==> src/rtl/qmult_arb.sv <==
// qmult_arb: round-robin arbiter and pipeline controller that lets R lanes
// share one qmult fixed-point multiplier. Each lane offers an operand pair
// with valid/ready. At most one pair is granted per cycle. The registered
// product comes back tagged with the index of the lane that issued it.
//
// Build option: define QMULT_ARB_PIPE_EN to insert a stage-1 register
// {a, b, id, valid} between the arbiter and the multiplier. This gives a
// latency of 2 cycles. When the macro is undefined, the latency is 1 cycle.
//
// Ports:
//   clk        - clock; all state changes on the rising edge
//   rst_n      - asynchronous active-low reset
//   req_valid  - [R]   lane i has an operand pair
//   req_ready  - [R]   lane i's pair is taken this cycle
//   req_a      - [R*N] operand a, lane i at [i*N +: N]
//   req_b      - [R*N] operand b, packed like req_a
//   rsp_valid  - result register holds a product
//   rsp_ready  - consumer takes the product
//   rsp_result - [N]   product (qmult sign-magnitude format)
//   rsp_id     - [IW]  index of the lane that issued the product

// qmult: sign is the XOR of the operand signs. The magnitude is the middle
// slice of the raw magnitude product. Truncation only, with no saturation.
module qmult #(
  parameter int N = 16,
  parameter int Q = 10
) (
  input  logic [N-1:0] a,
  input  logic [N-1:0] b,
  output logic [N-1:0] result
);
  localparam int PW = 2 * (N - 1);

  logic [PW-1:0] mag_product;
  logic          unused_product_bits;

  assign mag_product = {{(N-1){1'b0}}, a[N-2:0]} * {{(N-1){1'b0}}, b[N-2:0]};
  assign result      = {a[N-1] ^ b[N-1], mag_product[N-2+Q:Q]};

  // Truncated bits are dropped on purpose.
  assign unused_product_bits = ^{mag_product[PW-1:N-1+Q], mag_product[Q-1:0]};
endmodule

module qmult_arb #(
  parameter  int N  = 16,
  parameter  int Q  = 10,
  parameter  int R  = 4,
  localparam int IW = $clog2(R)
) (
  input  logic            clk,
  input  logic            rst_n,
  input  logic [R-1:0]    req_valid,
  output logic [R-1:0]    req_ready,
  input  logic [R*N-1:0]  req_a,
  input  logic [R*N-1:0]  req_b,
  output logic            rsp_valid,
  input  logic            rsp_ready,
  output logic [N-1:0]    rsp_result,
  output logic [IW-1:0]   rsp_id
);
  logic [IW-1:0] ptr;
  logic [IW-1:0] ptr_next;
  logic [R-1:0]  grant;
  logic [IW-1:0] grant_id;
  logic          grant_any;
  logic          accept;
  logic [N-1:0]  a_sel;
  logic [N-1:0]  b_sel;
  logic [N-1:0]  mult_a;
  logic [N-1:0]  mult_b;
  logic [N-1:0]  mult_result;

  // Search the lanes starting at ptr and wrap around past R-1.
  // The first valid lane in that order wins.
  always_comb begin
    logic [IW:0]   sum;
    logic [IW-1:0] idx;
    grant     = '0;
    grant_id  = '0;
    grant_any = 1'b0;
    sum       = '0;
    idx       = '0;
    for (int k = 0; k < R; k++) begin
      sum = {1'b0, ptr} + (IW+1)'(k);
      if (sum >= (IW+1)'(R)) sum = sum - (IW+1)'(R);
      idx = sum[IW-1:0];
      if (!grant_any && req_valid[idx]) begin
        grant_any     = 1'b1;
        grant[idx]    = 1'b1;
        grant_id      = idx;
      end
    end
  end

  // Steer the winning lane's operands toward the multiplier.
  always_comb begin
    a_sel = '0;
    b_sel = '0;
    for (int i = 0; i < R; i++) begin
      if (grant[i]) begin
        a_sel = req_a[i*N +: N];
        b_sel = req_b[i*N +: N];
      end
    end
  end

  assign ptr_next  = (grant_id == IW'(R - 1)) ? '0 : grant_id + 1'b1;
  assign req_ready = rst_n ? (grant & {R{accept}}) : '0;

  // The priority pointer moves past the winner only when a pair is actually
  // taken, so lanes that are stalled do not lose their turn.
  always_ff @(posedge clk or negedge rst_n) begin
    if (!rst_n) begin
      ptr <= '0;
    end else if (accept && grant_any) begin
      ptr <= ptr_next;
    end
  end

  qmult #(.N(N), .Q(Q)) u_qmult (
    .a      (mult_a),
    .b      (mult_b),
    .result (mult_result)
  );

`ifdef QMULT_ARB_PIPE_EN
  logic [N-1:0]  s1_a;
  logic [N-1:0]  s1_b;
  logic [IW-1:0] s1_id;
  logic          s1_valid;
  logic          s1_advance;

  assign s1_advance = ~rsp_valid | rsp_ready;
  assign accept     = ~s1_valid | s1_advance;
  assign mult_a     = s1_a;
  assign mult_b     = s1_b;

  // Stage 1 captures the granted pair. It refills in the same cycle that
  // its contents move on, so a stall stops everything with no data lost.
  always_ff @(posedge clk or negedge rst_n) begin
    if (!rst_n) begin
      s1_valid <= 1'b0;
      s1_a     <= '0;
      s1_b     <= '0;
      s1_id    <= '0;
    end else if (accept) begin
      s1_valid <= grant_any;
      if (grant_any) begin
        s1_a  <= a_sel;
        s1_b  <= b_sel;
        s1_id <= grant_id;
      end
    end
  end

  // The output register takes the product of whatever stage 1 holds.
  // An empty stage 1 leaves a bubble, but the old data is kept.
  always_ff @(posedge clk or negedge rst_n) begin
    if (!rst_n) begin
      rsp_valid  <= 1'b0;
      rsp_result <= '0;
      rsp_id     <= '0;
    end else if (s1_advance) begin
      rsp_valid <= s1_valid;
      if (s1_valid) begin
        rsp_result <= mult_result;
        rsp_id     <= s1_id;
      end
    end
  end
`else
  assign accept = ~rsp_valid | rsp_ready;
  assign mult_a = a_sel;
  assign mult_b = b_sel;

  // The product of the granted pair is registered directly. When the
  // consumer drains the register and a new grant arrives in the same cycle,
  // the register is overwritten with no bubble.
  always_ff @(posedge clk or negedge rst_n) begin
    if (!rst_n) begin
      rsp_valid  <= 1'b0;
      rsp_result <= '0;
      rsp_id     <= '0;
    end else if (accept) begin
      rsp_valid <= grant_any;
      if (grant_any) begin
        rsp_result <= mult_result;
        rsp_id     <= grant_id;
      end
    end
  end
`endif

endmodule
==> config.mk <==
export PLATFORM = sky130hd
export DESIGN_NAME = qmult_arb
export DESIGN_NICKNAME = d
export VERILOG_FILES = /design/src/rtl/qmult_arb.sv
export SDC_FILE = /design/constraint.sdc
export NUM_CORES = 1
export LEC_CHECK = 0
export ABC_CLOCK_PERIOD_IN_PS = 9800
export BUFFER_PORTS_ARGS = -buffer_cell sky130_fd_sc_hd__buf_2
export CAP_MARGIN = 40
export CORE_MARGIN = 2
export CORE_UTILIZATION = 54
export DETAILED_ROUTE_END_ITERATION = 12
export GPL_ROUTABILITY_DRIVEN = 0
export HOLD_SLACK_MARGIN = 0.12
export PLACE_DENSITY = 0.88
export SLEW_MARGIN = 20
export SYNTH_ARGS = -nofsm -noshare
export SYNTH_HDL_FRONTEND = slang
export SYNTH_SLANG_ARGS = --single-unit
==> constraint.sdc <==
create_clock -name clk -period 9.8 [get_ports clk]
set_clock_uncertainty 0.05 [all_clocks]
set_input_delay 1.96 -clock clk [delete_from_list [all_inputs] [get_ports clk]]
set_output_delay 1.96 -clock clk [all_outputs]
set_load 0.03 [all_outputs]
# Word level (Yosys, flattened, before mapping)
# Index checks and enable logic that the tools add are counted.
[classes] mul=1 eq_ne=1 div_mod_pow=0 bitwise=7 n_addsub=8 muxes=42 shifts=0 n_reduce_logical=12 magnitude_cmp=12
[op_table] cell="two-way mux 16 bit" count=8
[op_table] cell="multiplier 15 x 15 -> 25 bit" count=1
[op_table] cell="two-way mux 4 bit" count=5
[op_table] cell="two-way mux 2 bit" count=9
[op_table] cell="< comparator 2 x 3 -> 1 bit, second input constant" count=4
[op_table] cell="two-way mux 1 bit" count=12
[op_table] cell="OR 4 bit" count=3
[op_table] cell=">= comparator 3 bit, second input constant" count=3
[op_table] cell="binary-select mux 1 bit (select 2 bit)" count=4
[op_table] cell="demux 1 bit (select 2 bit)" count=4
[op_table] cell=">= comparator 2 x 1 -> 1 bit, second input constant" count=4
[op_table] cell="logical AND 1 bit" count=8
[op_table] cell="subtractor 2 x 1 -> 2 bit, second input constant" count=4
[op_table] cell="adder 2 x 2 -> 3 bit, second input constant" count=2
[op_table] cell="AND 4 bit" count=1
[op_table] cell="adder 2 x 1 -> 3 bit, second input constant" count=1
[op_table] cell=">= comparator 2 x 3 -> 1 bit, second input constant" count=1
[op_table] cell="logical NOT 1 bit" count=3
[op_table] cell="adder 2 x 1 -> 2 bit, second input constant" count=1
[op_table] cell="equality test 2 bit, second input constant" count=1
[op_table] cell="AND reduction 2 bit" count=1
[op_table] cell="inverter 1 bit" count=1
[op_table] cell="OR 1 bit" count=1
[op_table] cell="XOR 1 bit" count=1
[word_totals] wordCells=87 latch_bits=0 ramBits=0 romBits=0 inputBits=135 register_bits=21 memories=0

# Depth between registers and ports, before layout
[depth] ltp_word=19 ltp_mapped=39 mapped_depth_nobuf=33

# Cells and area by module
# Synthesis repeated with hierarchy kept, for this count alone.
[unflattened] hier_cells=1019 area_unflattened_um2=9308.9
[modules_own_cells] module="qmult" cells_each=781 area_per_inst_um2=6784.0 instances=1
[modules_own_cells] module="qmult_arb" cells_each=238 area_per_inst_um2=2524.9 instances=1

# Worst setup path before layout
# OpenSTA, ideal clock, no wires.
[synth_path] kind="input to register" from="input port req_valid[0]" to="register rsp_result[11]" arrival_ps=9943 cell_stages=34 path_slack_ps=-311 setup_ps=118 cell_sequence="clkbuf_1 > and3b_1 > o211ai_1 > nand3_1 > buf_2 > o2bb2ai_1 > buf_2 > clkbuf_1 > buf_1 > nor3_1 > a21oi_1 > clkbuf_1 > nor2_1 > fa_1 > inv_1 > fa_1 > inv_1 > fa_1 > inv_1 > fa_1 > inv_1 > fa_1 > fa_1 > ha_1 > clkbuf_1 > a21o_1 > a21o_1 > a21oi_1 > nor2b_1 > nor2_1 > a221o_1 > o31ai_1 > a2111oi_2 > a21o_1"
[synth_via] elab_chain_cells=17
[synth_lines] element="start: declaration" line_no="52" source="input logic [R-1:0] req_valid,"
[synth_lines] element="binary-select mux 1 bit (select 2 bit)" line_no="87" source="if (!grant_any && req_valid[idx]) begin"
[synth_lines] element="two-way mux 1 bit (implied by the code)" line_no="87"
[synth_lines] element="two-way mux 1 bit" line_no="87"
[synth_lines] element="logical NOT 1 bit" line_no="87"
[synth_lines] element="logical AND 1 bit" line_no="87"
[synth_lines] element="two-way mux 1 bit" line_no="87"
[synth_lines] element="logical NOT 1 bit" line_no="87"
[synth_lines] element="logical AND 1 bit" line_no="87"
[synth_lines] element="two-way mux 1 bit" line_no="87"
[synth_lines] element="logical NOT 1 bit" line_no="87"
[synth_lines] element="logical AND 1 bit" line_no="87"
[synth_lines] element="two-way mux 4 bit" line_no="87"
[synth_lines] element="two-way mux 16 bit (4 in a row)" line_no="100" source="if (grant[i]) begin"
[synth_lines] element="multiplier 15 x 15 -> 25 bit" line_no="37" source="assign mag_product = {{(N-1){1'b0}}, a[N-2:0]} * {{(N-1){1'b0}}, b[N-2:0]};"
[synth_lines] element="end signal: assignment" line_no="187" source="rsp_result <= mult_result;"
[synth_lines] element="end: declaration" line_no="58" source="output logic [N-1:0] rsp_result,"
# Several ways; a longest one is shown, not always the timed one. The select of a mux whose other input is x is not followed.
# A chain may end at the register's enable or synchronous reset.

# Final worst setup path
[layout_path] from="input port req_valid[1]" to="register rsp_result[11]"
# The elaborated chain is that of the path after synthesis.

==> results.ini <==
[cts]
worstSkewPairLatency_ns=0.26
cts_buffers=3
htreeDepth=1
cts.clk_slew.worst_paths_ns=0.06
cts_max_path_buffers=2
numClockSinks=21
cts_root_buf=clkbuf_16
cts_tree=built

[logic_synthesis]
synth_area_per_cell_um2=8.14
synth_ff_type=dfrtp_1
yosysTopAreaCell=fa_1
yosys.cell_types.count=66
yosys-top-cells-area=fa_1, ha_1, inv_1
synth_fp_nets=1454
synth-edff-count=0
yosys.area.top_type_share_pct=35.7
synth_cells=1089
ys_async_sr_fraction_pct=100
yosysSeqAreaShare_pct=5.93
synth-seq-cells=21
netlist_area_mm2=0.00887
synth_warnings=0

[worst_setup_path]
crit_arrival_ns=9.83
critPathMaxStageDelay_ns=0.59
reg2reg_to=rsp_result[11]$_DFFE_PN0P_
criticalPathCategory=in -> reg
end_kind=flip-flop
cp_slowest_cell=fa_1
cpMostUsedCell=fa_1
crit_fanout=15
required_ns=9.90
reg2reg_from=ptr[1]$_DFFE_PN0P_
r2r_slack_ns=0.47
reg2regPathDepth=33
startpoint_type=input port

[global_routing]
grt_start_max_net_pins=35
grt_pass1_wl_um=45500
grt_usage_pct=32.3
grt_pass1_vias=9027
antenna_found_initial=0
overflow=0

[timing]
worstMarginPinSlew_ns=0.527
period_share_pct=99.3
slew_violations=0
tns_ns=0
finalHoldViolCount=0
period_needed_ns=9.73
fmax_mhz=103
relSlewSlack_pct=64.8
setup_violations=0

[cells_and_area]
fill_cells=1185
num_antenna_cells=0
syn2layout_area_growth_pct=22.1
nNetsFinal=1660
drive_gt1_share_pct=24.2

[floorplan]
die_x_um=132
die_area_mm2=0.0175
die_height_um=132
io_pins=158
initial_utilization_pct=55.6
fp-row-count=46
coreArea_mm2=0.0159

[min_path]
whs_path_depth=1
min_path_type=reg -> reg
hold_end=rsp_result[11]$_DFFE_PN0P_
hp-start=rsp_result[11]$_DFFE_PN0P_

[outcome]
status=finished clean

[run]
cap_viol_max_count=0

[route]
dr.first_iter.drc_count=1190
wire_per_inst_um=19.2
drc=0
first_pass_iters=6
viasPerCell=6.04
routed_wl_um=29000
via_count=9124
antenna_left=0

[place]
portBuffers=157
hpwl_um=23500

## layer usage
metal  routed length [um]  up-vias  GRT usage [%]
met5                    0        -              0
met1                10500     4314           42.5
li1                     -     3935              -
met3                 3590      165           6.23
met4                 1430        0           11.1
met2                13400      710           53.8
## worst max path at each step
stage | start | end | slack, ns | cells after the start
2_1_floorplan | req_valid[2] | rsp_result[11]$_DFFE_PN0P_ | -0.007 | 33
3_3_place_gp | req_valid[2] | rsp_result[11]$_DFFE_PN0P_ | 0.01 | 29
3_5_place_dp | req_valid[2] | rsp_result[12]$_DFFE_PN0P_ | -0.20 | 29
4_1_cts | req_valid[2] | rsp_result[11]$_DFFE_PN0P_ | 0.05 | 29
5_1_grt | req_valid[2] | rsp_result[12]$_DFFE_PN0P_ | -0.19 | 31
6_report | req_valid[1] | rsp_result[11]$_DFFE_PN0P_ | 0.07 | 30
## through the flow
| stage | utilization, % | setup slack [ns] | hold slack [ns] | std cells | cell area, um^2 |
|---|---|---|---|---|---|
| final | 67.9 | 0.0689 | 0.445 | 1510 | 10800 |
| after CTS | 66.5 | 0.0523 | 0.447 | 1500 | 10600 |
| after floorplan | - | -0.00702 | 0.600 | 1089 | 9040 |
| after detailed placement | 66.0 | -0.205 | 0.412 | 1496 | 10500 |
| after global routing | 67.9 | -0.187 | 0.473 | 1510 | 10800 |
| after global placement | 66.0 | 0.0103 | 0.410 | 1495 | 10500 |
## critical path: cells and delay by family
family	cells	cell delay (ns)
buffers and inverters	8	0.91
AND/OR/NAND/NOR	3	0.53
multiplexers	1	0.50
adder cells (fa/ha/maj)	7	3.39
AO/OA/AOI/OAI	11	2.51
## cells by family after synthesis
family                   after synthesis  synth area share [%]
AO/OA/AOI/OAI                        213                  16.9
XOR/XNOR                              20                  2.13
adder cells (fa/ha/maj)              230                  45.8
buffers and inverters                249                  10.8
flip-flops                            21                  5.93
multiplexers                           8                  1.26
AND/OR/NAND/NOR                      348                  17.1
## cells in the final DEF (no fill, tap or decap), types with 11 or more instances in the layout
master and instances:
inv_1 202, fa_1 158, buf_2 157, nor2_1 130
nand2_1 127, buf_4 77, ha_1 72, a21oi_1 61
dfrtp_1 21, nor3_1 20, a21o_1 19, a221oi_1 18
o21ai_0 15, a21oi_2 14, nand2b_1 13, a221o_1 11
xnor2_1 11
## state kept, by name, indices dropped and copies added, names as in the netlist, named ones only
name and cells:
rsp_id 2, rsp_valid 1, rsp_result 16, ptr 1
## Yosys cell counts, types with 6 or more instances
cell / n
nand2b_1: 13
nor2_1: 131
and2_1: 6
buf_2: 8
a221oi_1: 25
clkbuf_1: 33
and3_1: 6
nand2_1: 128
a21oi_1: 74
xnor2_1: 11
ha_1: 72
a21o_1: 20
nor2b_1: 6
nand3_1: 11
dfrtp_1: 21
inv_1: 202
o21ai_0: 16
nor3_1: 22
a221o_1: 12
fa_1: 158
o21ai_1: 6
o21a_1: 7
xor2_1: 8
## timing repair
action,CTS,global route
hold buffers,0,0
setup endpoints to repair,0,7
resized for setup,0,30
setup buffers,0,9
## area by class of cell
type / count / area, um^2 / area share, %
flip-flops and latches: 21 / 526 / 4.85
well taps: 216 / 270 / 2.50
clock inverters: 1 / 7.51 / 0.0693
clock buffers: 3 / 75.1 / 0.693
multi-input cells: 819 / 7600 / 70.2
repair buffers: 247 / 1590 / 14.6
inverters: 203 / 762 / 7.04
Power is not shown: default switching activity piles up to over one toggle a cycle in this logic, so the estimate is an artifact.
